`src/rtl/scv_pkg.sv`:
```
// scv_pkg: shared SCV constants, clock-enable channel map and default ratios
package scv_pkg;

    localparam int CEGEN_CH_CPU = 0;
    localparam int CEGEN_CH_APU = 1;
    localparam int CEGEN_CH_VDC = 2;

    localparam int CEGEN_ACC_W = 9;

    localparam int CEGEN_MUL0 = 88;
    localparam int CEGEN_DIV0 = 315;
    localparam int CEGEN_MUL1 = 22;
    localparam int CEGEN_DIV1 = 105;
    localparam int CEGEN_MUL2 = 1;
    localparam int CEGEN_DIV2 = 7;

    typedef struct packed {
        logic [CEGEN_ACC_W-1:0] mul;
        logic [CEGEN_ACC_W-1:0] div;
    } cegen_ratio_t;

endpackage

```
`src/rtl/scv_cegen_ch.sv`:
```
// scv_cegen_ch: one fractional clock-enable channel (mul/div accumulator plus phase counter)
module scv_cegen_ch
    import scv_pkg::*;
#(
    parameter int ACC_W   = CEGEN_ACC_W,
    parameter int PH_W    = 2,
    parameter int MUL_RST = 1,
    parameter int DIV_RST = 1
) (
    input  logic             CLK,
    input  logic             RESB,
    input  logic             RUN,
    input  logic             SYNC,
    input  logic             CFG_WE,
    input  logic [ACC_W-1:0] CFG_MUL,
    input  logic [ACC_W-1:0] CFG_DIV,
    output logic             CE,
    output logic [PH_W-1:0]  PHASE,
    output logic             PH_WRAP
);

    logic [ACC_W-1:0] acc;
    logic [ACC_W-1:0] mul;
    logic [ACC_W-1:0] div;
    logic [ACC_W-1:0] rem;
    logic [PH_W-1:0]  ph;
    logic [ACC_W:0]   nxt;
    logic             fire;

    // Accumulate at one extra bit so acc+mul never overflows; the remainder fits ACC_W bits.
    always_comb begin
        nxt     = {1'b0, acc} + {1'b0, mul};
        fire    = nxt >= {1'b0, div};
        rem     = nxt[ACC_W-1:0] - div;
        CE      = fire & RUN & RESB & ~SYNC & ~CFG_WE;
        PH_WRAP = CE & (ph == '1);
        PHASE   = ph;
    end

    // Ratio writes land even under SYNC; SYNC or a write restarts the sequence.
    always_ff @(posedge CLK) begin
        if (!RESB) begin
            acc <= '0;
            ph  <= '0;
            mul <= ACC_W'(MUL_RST);
            div <= ACC_W'(DIV_RST);
        end else begin
            if (CFG_WE) begin
                mul <= CFG_MUL;
                div <= CFG_DIV;
            end
            if (SYNC || CFG_WE) begin
                acc <= '0;
                ph  <= '0;
            end else if (RUN) begin
                acc <= (mul >= div) ? '0 : fire ? rem : nxt[ACC_W-1:0];
                if (fire) ph <= ph + 1'b1;
            end
        end
    end

endmodule

```
`src/rtl/scv_cegen.sv`:
```
// scv_cegen: multi-channel fractional clock-enable generator feeding CPU, APU and VDC
module scv_cegen
    import scv_pkg::*;
#(
    parameter int NCH   = 3,
    parameter int ACC_W = CEGEN_ACC_W,
    parameter int PH_W  = 2,
    parameter int MUL0  = CEGEN_MUL0,
    parameter int DIV0  = CEGEN_DIV0,
    parameter int MUL1  = CEGEN_MUL1,
    parameter int DIV1  = CEGEN_DIV1,
    parameter int MUL2  = CEGEN_MUL2,
    parameter int DIV2  = CEGEN_DIV2,
    parameter int CH_W  = (NCH > 1) ? $clog2(NCH) : 1
) (
    input  logic                CLK,
    input  logic                RESB,
    input  logic [NCH-1:0]      RUN,
    input  logic                SYNC,
    input  logic                CFG_WE,
    input  logic [CH_W-1:0]     CFG_CH,
    input  logic [ACC_W-1:0]    CFG_MUL,
    input  logic [ACC_W-1:0]    CFG_DIV,
    output logic [NCH-1:0]      CE,
    output logic [NCH*PH_W-1:0] PHASE,
    output logic [NCH-1:0]      PH_WRAP
);

    for (genvar g = 0; g < NCH; g++) begin : g_ch
        scv_cegen_ch #(
            .ACC_W  (ACC_W),
            .PH_W   (PH_W),
            .MUL_RST((g == 0) ? MUL0 : (g == 1) ? MUL1 : MUL2),
            .DIV_RST((g == 0) ? DIV0 : (g == 1) ? DIV1 : DIV2)
        ) u_ch (
            .CLK    (CLK),
            .RESB   (RESB),
            .RUN    (RUN[g]),
            .SYNC   (SYNC),
            .CFG_WE (CFG_WE && (CFG_CH == CH_W'(g))),
            .CFG_MUL(CFG_MUL),
            .CFG_DIV(CFG_DIV),
            .CE     (CE[g]),
            .PHASE  (PHASE[g*PH_W +: PH_W]),
            .PH_WRAP(PH_WRAP[g])
        );
    end

endmodule

```
`config.mk`:
```
export PLATFORM = sky130hd
export DESIGN_NAME = scv_cegen
export DESIGN_NICKNAME = d
export VERILOG_FILES = /design/src/rtl/scv_pkg.sv /design/src/rtl/scv_cegen_ch.sv /design/src/rtl/scv_cegen.sv
export SDC_FILE = /design/constraint.sdc
export NUM_CORES = 1
export LEC_CHECK = 0
export CAP_MARGIN = 20
export CORE_MARGIN = 8
export CORE_UTILIZATION = 55
export CTS_BUF_LIST = sky130_fd_sc_hd__clkbuf_4 sky130_fd_sc_hd__clkbuf_8
export DETAILED_ROUTE_END_ITERATION = 10
export GPL_ROUTABILITY_DRIVEN = 0
export PLACE_DENSITY = 0.84
export SLEW_MARGIN = 0
export SYNTH_ARGS = -nofsm -noshare
export SYNTH_HDL_FRONTEND = slang
export SYNTH_SLANG_ARGS = --single-unit
```
`constraint.sdc`:
```
create_clock -name CLK -period 4 [get_ports CLK]
set_input_delay 0.8 -clock CLK [delete_from_list [all_inputs] [get_ports CLK]]
set_output_delay 0.8 -clock CLK [all_outputs]
set_load 0.02 [all_outputs]
```
==> results of run 1 <==
==> critical path, cell delays in order, from the launching register on <==
cell	delay [ps]
dfxtp_2	370
ha_4	150
inv_2	40
fa_2	350
nor2b_2	130
o31a_1	180
o21a_1	130
nor2_1	40
xnor2_1	200
ha_1	280
buf_4	150
o21ai_0	160
nor2_1	90
nor3_2	190
o221ai_2	170
nor2b_4	170
and2_4	160
buf_6	120
==> where the power goes <==
part	switching, mW	total [mW]	internal, mW
Clock	0.322	0.648	0.326
Combinational	0.415	0.828	0.413
Sequential	0.0264	0.930	0.904
==> layout by cell type (no fill, tap or decap), types with 12 or more instances in the layout <==
master	count
o21ai_0	35
ha_1	79
nor2_1	35
dfxtp_1	78
a21oi_1	32
a21boi_0	38
o211ai_1	14
nand3_1	17
buf_4	97
nand2_1	137
o21a_1	12
inv_1	44
nor2b_1	14
clkdlybuf4s50_1	32
xnor2_1	23
==> routing by layer <==
metal / GRT usage (%) / vias to the layer above / wire, um / part of all wire (%)
met2: 35.2 / 157 / 7510 / 46
li1: - / 2929 / - / -
met5: 0 / - / 0 / 0
met4: 12.3 / 0 / 697 / 4.3
met1: 27.4 / 2774 / 7350 / 45
met3: 3.27 / 50 / 673 / 4.1
==> worst max path at each step <==
stage,from,end,slack (ps),cells after the start
floorplan,g_ch[0].u_ch.mul[0]$_SDFFE_PN0P_,PH_WRAP[0],80,16
global placement,g_ch[0].u_ch.mul[0]$_SDFFE_PN0P_,PH_WRAP[0],-310,15
detailed placement,g_ch[2].u_ch.acc[0]$_SDFFE_PP0P_,PH_WRAP[2],-460,16
CTS,g_ch[0].u_ch.acc[0]$_SDFFE_PP0P_,PH_WRAP[0],-280,17
global route,g_ch[2].u_ch.mul[0]$_SDFFE_PN1P_,PH_WRAP[2],-450,17
finish,g_ch[2].u_ch.acc[0]$_SDFFE_PP0P_,PH_WRAP[2],-260,17
==> sequential cells by signal (all words and copies together), names as in the netlist <==
| name | flops |
|---|---|
| g_ch.u_ch.acc | 27 |
| g_ch.u_ch.div | 27 |
| g_ch.u_ch.PHASE | 6 |
| g_ch.u_ch.mul | 27 |
==> per-stage QoR <==
stage               instances  TNS [ps]  area (um^2)
finish                   1032      -903         7870
global route             1032     -1800         7870
CTS                      1027     -1210         7750
detailed placement       1000     -2360         7320
global placement         1000     -1510         7320
floorplan                 761         0         6260
==> final cells by class <==
cell class	count	area share [%]
clock buffer	12	2.02
clock inverter	3	0.541
multi-input combinational	603	56.2
inverter	47	2.24
tap	143	2.27
timing repair buffer	137	14.5
sequential	87	22.3
==> cell usage after synthesis, drive strengths merged (3+ instances only) <==
cell type,count
o21ai,41
a211o,5
nor2,38
nand2b,7
nand3,20
o31a,3
clkbuf,16
xnor2,23
a31oi,6
o211ai,14
nand2,138
and2,6
o2111ai,4
a32o,3
or2,3
mux2i,8
o21bai,3
buf,8
dfxtp,87
nand4,7
a21o,11
a22o,7
inv,47
or3,3
o21a,12
a21oi,36
mux2,4
a211oi,6
nand3b,5
fa,6
nor2b,18
a21boi,38
nor3,12
ha,84
xor2,11
==> what timing repair did <==
item | 4_1_cts | 5_1_grt
pin swaps | 29 | 24
buffers inserted | 12 | 5
endpoints found under the hold margin | 0 | 0
resized for setup | 77 | 20
endpoints found under the setup margin | 6 | 6
==> cells by family (layout without fill, tap and decap cells) <==
family	count (synthesis)	count (layout)
xor+xnor	34	34
mux	12	12
flops	87	87
fa+ha+maj	90	90
buf+inv	71	199
simple gates	265	265
compound gates	202	202
==> results_dict.tcl, run 1 <==
set metrics [dict create \
    run_status "finished, violations left" \
    violated_checks "negative setup slack" \
    wl_per_cell_um 15.7 \
    floorplan.initialDensity_pct 55.5 \
    ctsRootBufferMaster "clkbuf_8" \
    fin_worst_hold_slack_ps 470 \
    tritoncts.num_buffers 9 \
    cts.clk_slew.worst_paths_ps 90 \
    io_buffer_count 38 \
    max_slew.worst_pin.slew_ps 777 \
    yosysTopAreaCellShare_pct 27.8 \
    fin_ws_ps -263 \
    antenna-diode-count 0 \
    crit-reg2reg-capture "g_ch[1].u_ch.acc[5]$_SDFFE_PP0P_" \
    synth_mux_area_share_pct 2.00 \
    async_reset_ff_share_pct 0 \
    timing.max_slew.rel_slack_pct 48.2 \
    worstSkewPairLatency_ps 370 \
    initial_antenna_violation_count 0 \
    ctsLongestPathBuffers 2 \
    grt.overflow.total 0 \
    die_w_um 123 \
    post_synth_inst_count 761 \
    fillerInstances 843 \
    cp_max_fo 3 \
    grt_setup_unrepaired "true" \
    cap_violations 0 \
    setup.reg_to_reg.worst_slack_ps 480 \
    power.ir.vdd_worst_uv 167 \
    relative_area_change_from_synthesis_to_final_layout_pct 25.7 \
    cp_data_arrival_time_ps 3460 \
    rr_startpoint "g_ch[1].u_ch.mul[0]$_SDFFE_PN0P_" \
    synth_unique_cells 57 \
    setup_viol 6 \
    dieHeight_um 123 \
    multiInputGateArea_um2 4420 \
    ys_seq_area_share_pct 27.8 \
    grt.total_usage_pct 21.8 \
    design.final.nets 1002 \
    cts_num_sinks 87 \
    edff_count_synth 0 \
    tritoncts "built" \
    rows 39 \
    setup.worst_path.class "flip-flop to output pin" \
    die_area_um2 15000 \
    hold_start "g_ch[2].u_ch.div[3]$_SDFFE_PN0P_" \
    synthDominantAreaCellType "dfxtp_1" \
    synth_simple_gate_area_share_pct 19.4 \
    final_antenna_net_count 0 \
    synth-xor-area-share_pct 4.76 \
    min_period_over_period_pct 107 \
    via_count 5910 \
    reg2reg_depth 18 \
    final_layout_size_suffix_gt1_share_pct 21.0 \
    postSynth.topFlopCell "dfxtp_1" \
    wire_length_of_the_first_global_routing_pass_um 26600 \
    crit_required_ps 3200 \
    power_density_relative_to_cell_area_nw_per_um2 306 \
    dominant_combinational_cell_family_by_area_after_synthesis "compound AO/OA/AOI/OAI gates" \
    largest_cells_by_area_after_synthesis "dfxtp_1 (28%), ha_1 (17%), nand2_1 (8.2%), a21boi_0 (4.6%), xnor2_1 (3.2%)" \
    post-place-ws_ps -459 \
    syn-cell-area_um2 6260 \
    drv_slew 0 \
    final.min_clock_period_ps 4260 \
    synth_compound_area_share_pct 22.5 \
    design_power_total_mw 2.41 \
    kind_of_capture_point_of_the_worst_setup_path "output pin" \
    synthesis.yosys.warnings 0 \
    fin_worst_skew_ps 10.0 \
    layout.area.seq_um2 1750 \
    number_of_global_route_vias_before_repair 5682 \
    detailedRoute.firstPassIterationCount 4 \
    final_hold_viol_count 0 \
    postRouteWirelength_um 16200 \
    grt_start_max_net_pins 55 \
    cts-hold-fix-buffers 0 \
    cts-htree-levels 3 \
    dp.final_hpwl_um 12400 \
    power.static_leakage_nw 3.52 \
    synth_fa_ha_area_share_pct 18.7 \
    avgSynthCellArea_um2 8.22 \
    design.core.area_um2 11300 \
    timing.hold.worst.class "flip-flop to flip-flop" \
    drtIter0Drc 399 \
    detail_route.drc_violations 0 \
    ys_ff_latch 87 \
    number_of_instances_on_the_worst_hold_path 2 \
    clock.fmax_ghz 0.235 \
    fin_util_pct 69.8 \
    ioPinCount 39 \
    mappedNetlistNets 878 \
    startpoint_type "flip-flop" \
    min_delay_worst_endpoint "g_ch[2].u_ch.div[3]$_SDFFE_PN0P_" \
    viasPerCell 5.73 \
]
No activity file was read; power rests on OpenSTA's default activity.
==> run 2, diff against run 1 <==
--- a/config.mk
+++ b/config.mk
@@ -6,6 +6,7 @@
 export NUM_CORES = 1
 export LEC_CHECK = 0
 export CAP_MARGIN = 20
+export CORE_ASPECT_RATIO = 0.5
 export CORE_MARGIN = 8
 export CORE_UTILIZATION = 55
 export CTS_BUF_LIST = sky130_fd_sc_hd__clkbuf_4 sky130_fd_sc_hd__clkbuf_8
==> run 2 against run 1 <==
  * Non-clock buffer count rose by 18
  * Cell count increased by 2.0%
  * The flow finishes with violations (design-rule violations, negative setup slack)
  * Register-to-register slack worse by 230 ps
  * Die area grew 1.4%
  * Worst hold slack worse by 1.1 ps
  * Wire length increased by 13%
  * Clock power is 3% higher
==> results_dict.tcl, run 2 (synthesis results as in run 1) <==
set metrics [dict create \
    final_hold_viol_count 0 \
    kind_of_capture_point_of_the_worst_setup_path "output pin" \
    design.core.area_um2 11000 \
    initial_antenna_violation_count 0 \
    final_antenna_net_count 0 \
    worstPathCellList "ha_4 -> inv_2 -> fa_2 -> nor2b_2 -> o31a_1 -> o21a_1 -> nor2_2 -> xnor2_2 -> ha_1 -> nand4_1 -> a211oi_2 -> nor3_2 -> o221ai_2 -> nor2b_4 -> and2_4 -> buf_6" \
    dieHeight_um 91.4 \
    number_of_global_route_vias_before_repair 6213 \
    fin_worst_skew_ps 13.4 \
    setup.reg_to_reg.worst_slack_ps 250 \
    rows 27 \
    setup_viol 6 \
    critical_path.top_delay_family "compound AO/OA/AOI/OAI gates" \
    layout_commonest_cell "nand2_1" \
    via_count 6210 \
    power.ir.vdd_worst_uv 157 \
    timing.max_slew.rel_slack_pct 46.9 \
    power_density_relative_to_cell_area_nw_per_um2 304 \
    timing.hold.worst.class "flip-flop to flip-flop" \
    violated_checks "design-rule violations, negative setup slack" \
    cpMaxStageDelayCell "dfxtp_2" \
    viasPerCell 5.90 \
    reg2reg_depth 25 \
    cts-htree-levels 3 \
    die_w_um 167 \
    grt_start_max_net_pins 55 \
    crit_required_ps 3200 \
    registers_with_the_most_flip_flops "g_ch.u_ch.acc: 27 flops, g_ch.u_ch.div: 27 flops, g_ch.u_ch.mul: 27 flops" \
    cts_num_sinks 87 \
    final_layout_size_suffix_gt1_share_pct 24.0 \
    number_of_instances_on_the_worst_hold_path 2 \
    fin_ws_ps -250 \
    detailedRoute.firstPassIterationCount 8 \
    min_period_over_period_pct 106 \
    top_library_cells_by_usage_in_the_layout_fill_and_taps_aside "nand2_1 (137), buf_4 (109), dfxtp_1 (79)" \
    grt.total_usage_pct 23.2 \
    numPlacedInstances 999 \
    postRouteWirelength_um 18400 \
    design.final.nets 1020 \
    post-place-ws_ps -554 \
    cp_data_arrival_time_ps 3450 \
    tritoncts.num_buffers 9 \
    setup.worst_path.class "flip-flop to output pin" \
    ioPinCount 39 \
    crit_buf_inv 2 \
    post_layout_instance_count_excluding_filler_cells 1053 \
    run_status "finished, violations left" \
    ctsLongestPathBuffers 2 \
    cts.clk_slew.worst_paths_ps 90 \
    startpoint_type "flip-flop" \
    clock.fmax_ghz 0.235 \
    cpPeakStageDelay_ps 360 \
    detail_route.drc_violations 1 \
    tritoncts "built" \
    wire_length_of_the_first_global_routing_pass_um 29500 \
    cp_max_fo 3 \
    worstSkewPairLatency_ps 380 \
    relative_area_change_from_synthesis_to_final_layout_pct 30.2 \
    io_buffer_count 38 \
    power.static_leakage_nw 3.63 \
    drtIter0Drc 460 \
    cts-hold-fix-buffers 0 \
    final.min_clock_period_ps 4250 \
    ctsRootBufferMaster "clkbuf_8" \
    die_area_um2 15300 \
    max_slew.worst_pin.slew_ps 797 \
    fillerInstances 724 \
    drv_slew 0 \
    floorplan.initialDensity_pct 56.6 \
    cap_violations 0 \
    grt_setup_unrepaired "true" \
    path_depth 16 \
    grt.overflow.total 0 \
    wl_per_cell_um 17.5 \
    antenna-diode-count 0 \
    dp.final_hpwl_um 13000 \
]
==> run 2: cell count changes in the layout (fill, tap and decap cells not counted), sizes merged <==
cell / delta
buf: +18
inv: +1
clkinv: +2
clkbuf: -2
==> run 2: worst reg2reg max path: stages (launching register included) <==
cell	delay, ps
dfxtp_2	370
ha_4	140
inv_2	30
fa_2	340
nor2b_2	130
o31a_1	170
o221ai_2	110
a21oi_2	170
xor2_1	110
buf_4	150
buf_4	120
buf_4	120
buf_4	120
buf_4	120
buf_4	120
buf_4	130
buf_6	100
buf_6	100
buf_6	100
buf_6	100
buf_6	100
buf_6	100
buf_6	100
buf_6	100
nand2b_4	120
a32o_1	260
==> run 2: where the power goes <==
group | leakage [nW] | switching (mW) | internal, mW
registers | 0.711 | 0.0287 | 0.902
clock network | 0.103 | 0.356 | 0.309
logic | 2.82 | 0.450 | 0.430
==> run 2: final timing paths <==
path | from | endpoint
hold reg to reg | g_ch[1].u_ch.div[7]$_SDFFE_PN0P_ | g_ch[1].u_ch.div[7]$_SDFFE_PN0P_
hold / removal | g_ch[1].u_ch.div[7]$_SDFFE_PN0P_ | g_ch[1].u_ch.div[7]$_SDFFE_PN0P_
setup / recovery | g_ch[2].u_ch.mul[0]$_SDFFE_PN1P_ | PH_WRAP[2]
setup reg to reg | g_ch[0].u_ch.acc[0]$_SDFFE_PP0P_ | g_ch[0].u_ch.acc[8]$_SDFFE_PP0P_
==> run 2: stage by stage <==
step / power, mW / hold WS [ps] / util (%) / area (um^2) / setup TNS, ps
floorplan: 1.44 / 429 / - / 6260 / 0
global placement: 1.67 / 442 / 66.0 / 7300 / -1650
detailed placement: 1.70 / 450 / 66.0 / 7300 / -2560
CTS: 2.41 / 470 / 72.2 / 7970 / -1020
global route: 2.58 / 497 / 73.7 / 8150 / -1810
finish: 2.48 / 469 / 73.7 / 8150 / -914
==> run 2: timing repair <==
action                                  CTS  global route
endpoints found under the hold margin     0             0
setup buffers                            31            11
endpoints found under the setup margin    6             7
resized for setup                        99            19
pin swaps                                40            36
==> run 2: area by class of cell <==
class                      count  area, um^2  area share, %
timing repair buffer         155        1300           15.9
multi-input combinational    603        4530           55.6
inverter                      47         176           2.17
tap                          145         181           2.23
sequential                    87        1760           21.6
clock inverter                 6        68.8          0.845
clock buffer                  10         138           1.69
==> run 2: layer usage <==
layer  vias up  global-route usage, %  part of all wire [%]
li1       2972                      -                     -
met1      2944                   26.9                    44
met2       223                   40.6                    47
met3        71                   5.83                   5.3
met4         0                   9.46                   3.8
met5         -                      0                     0
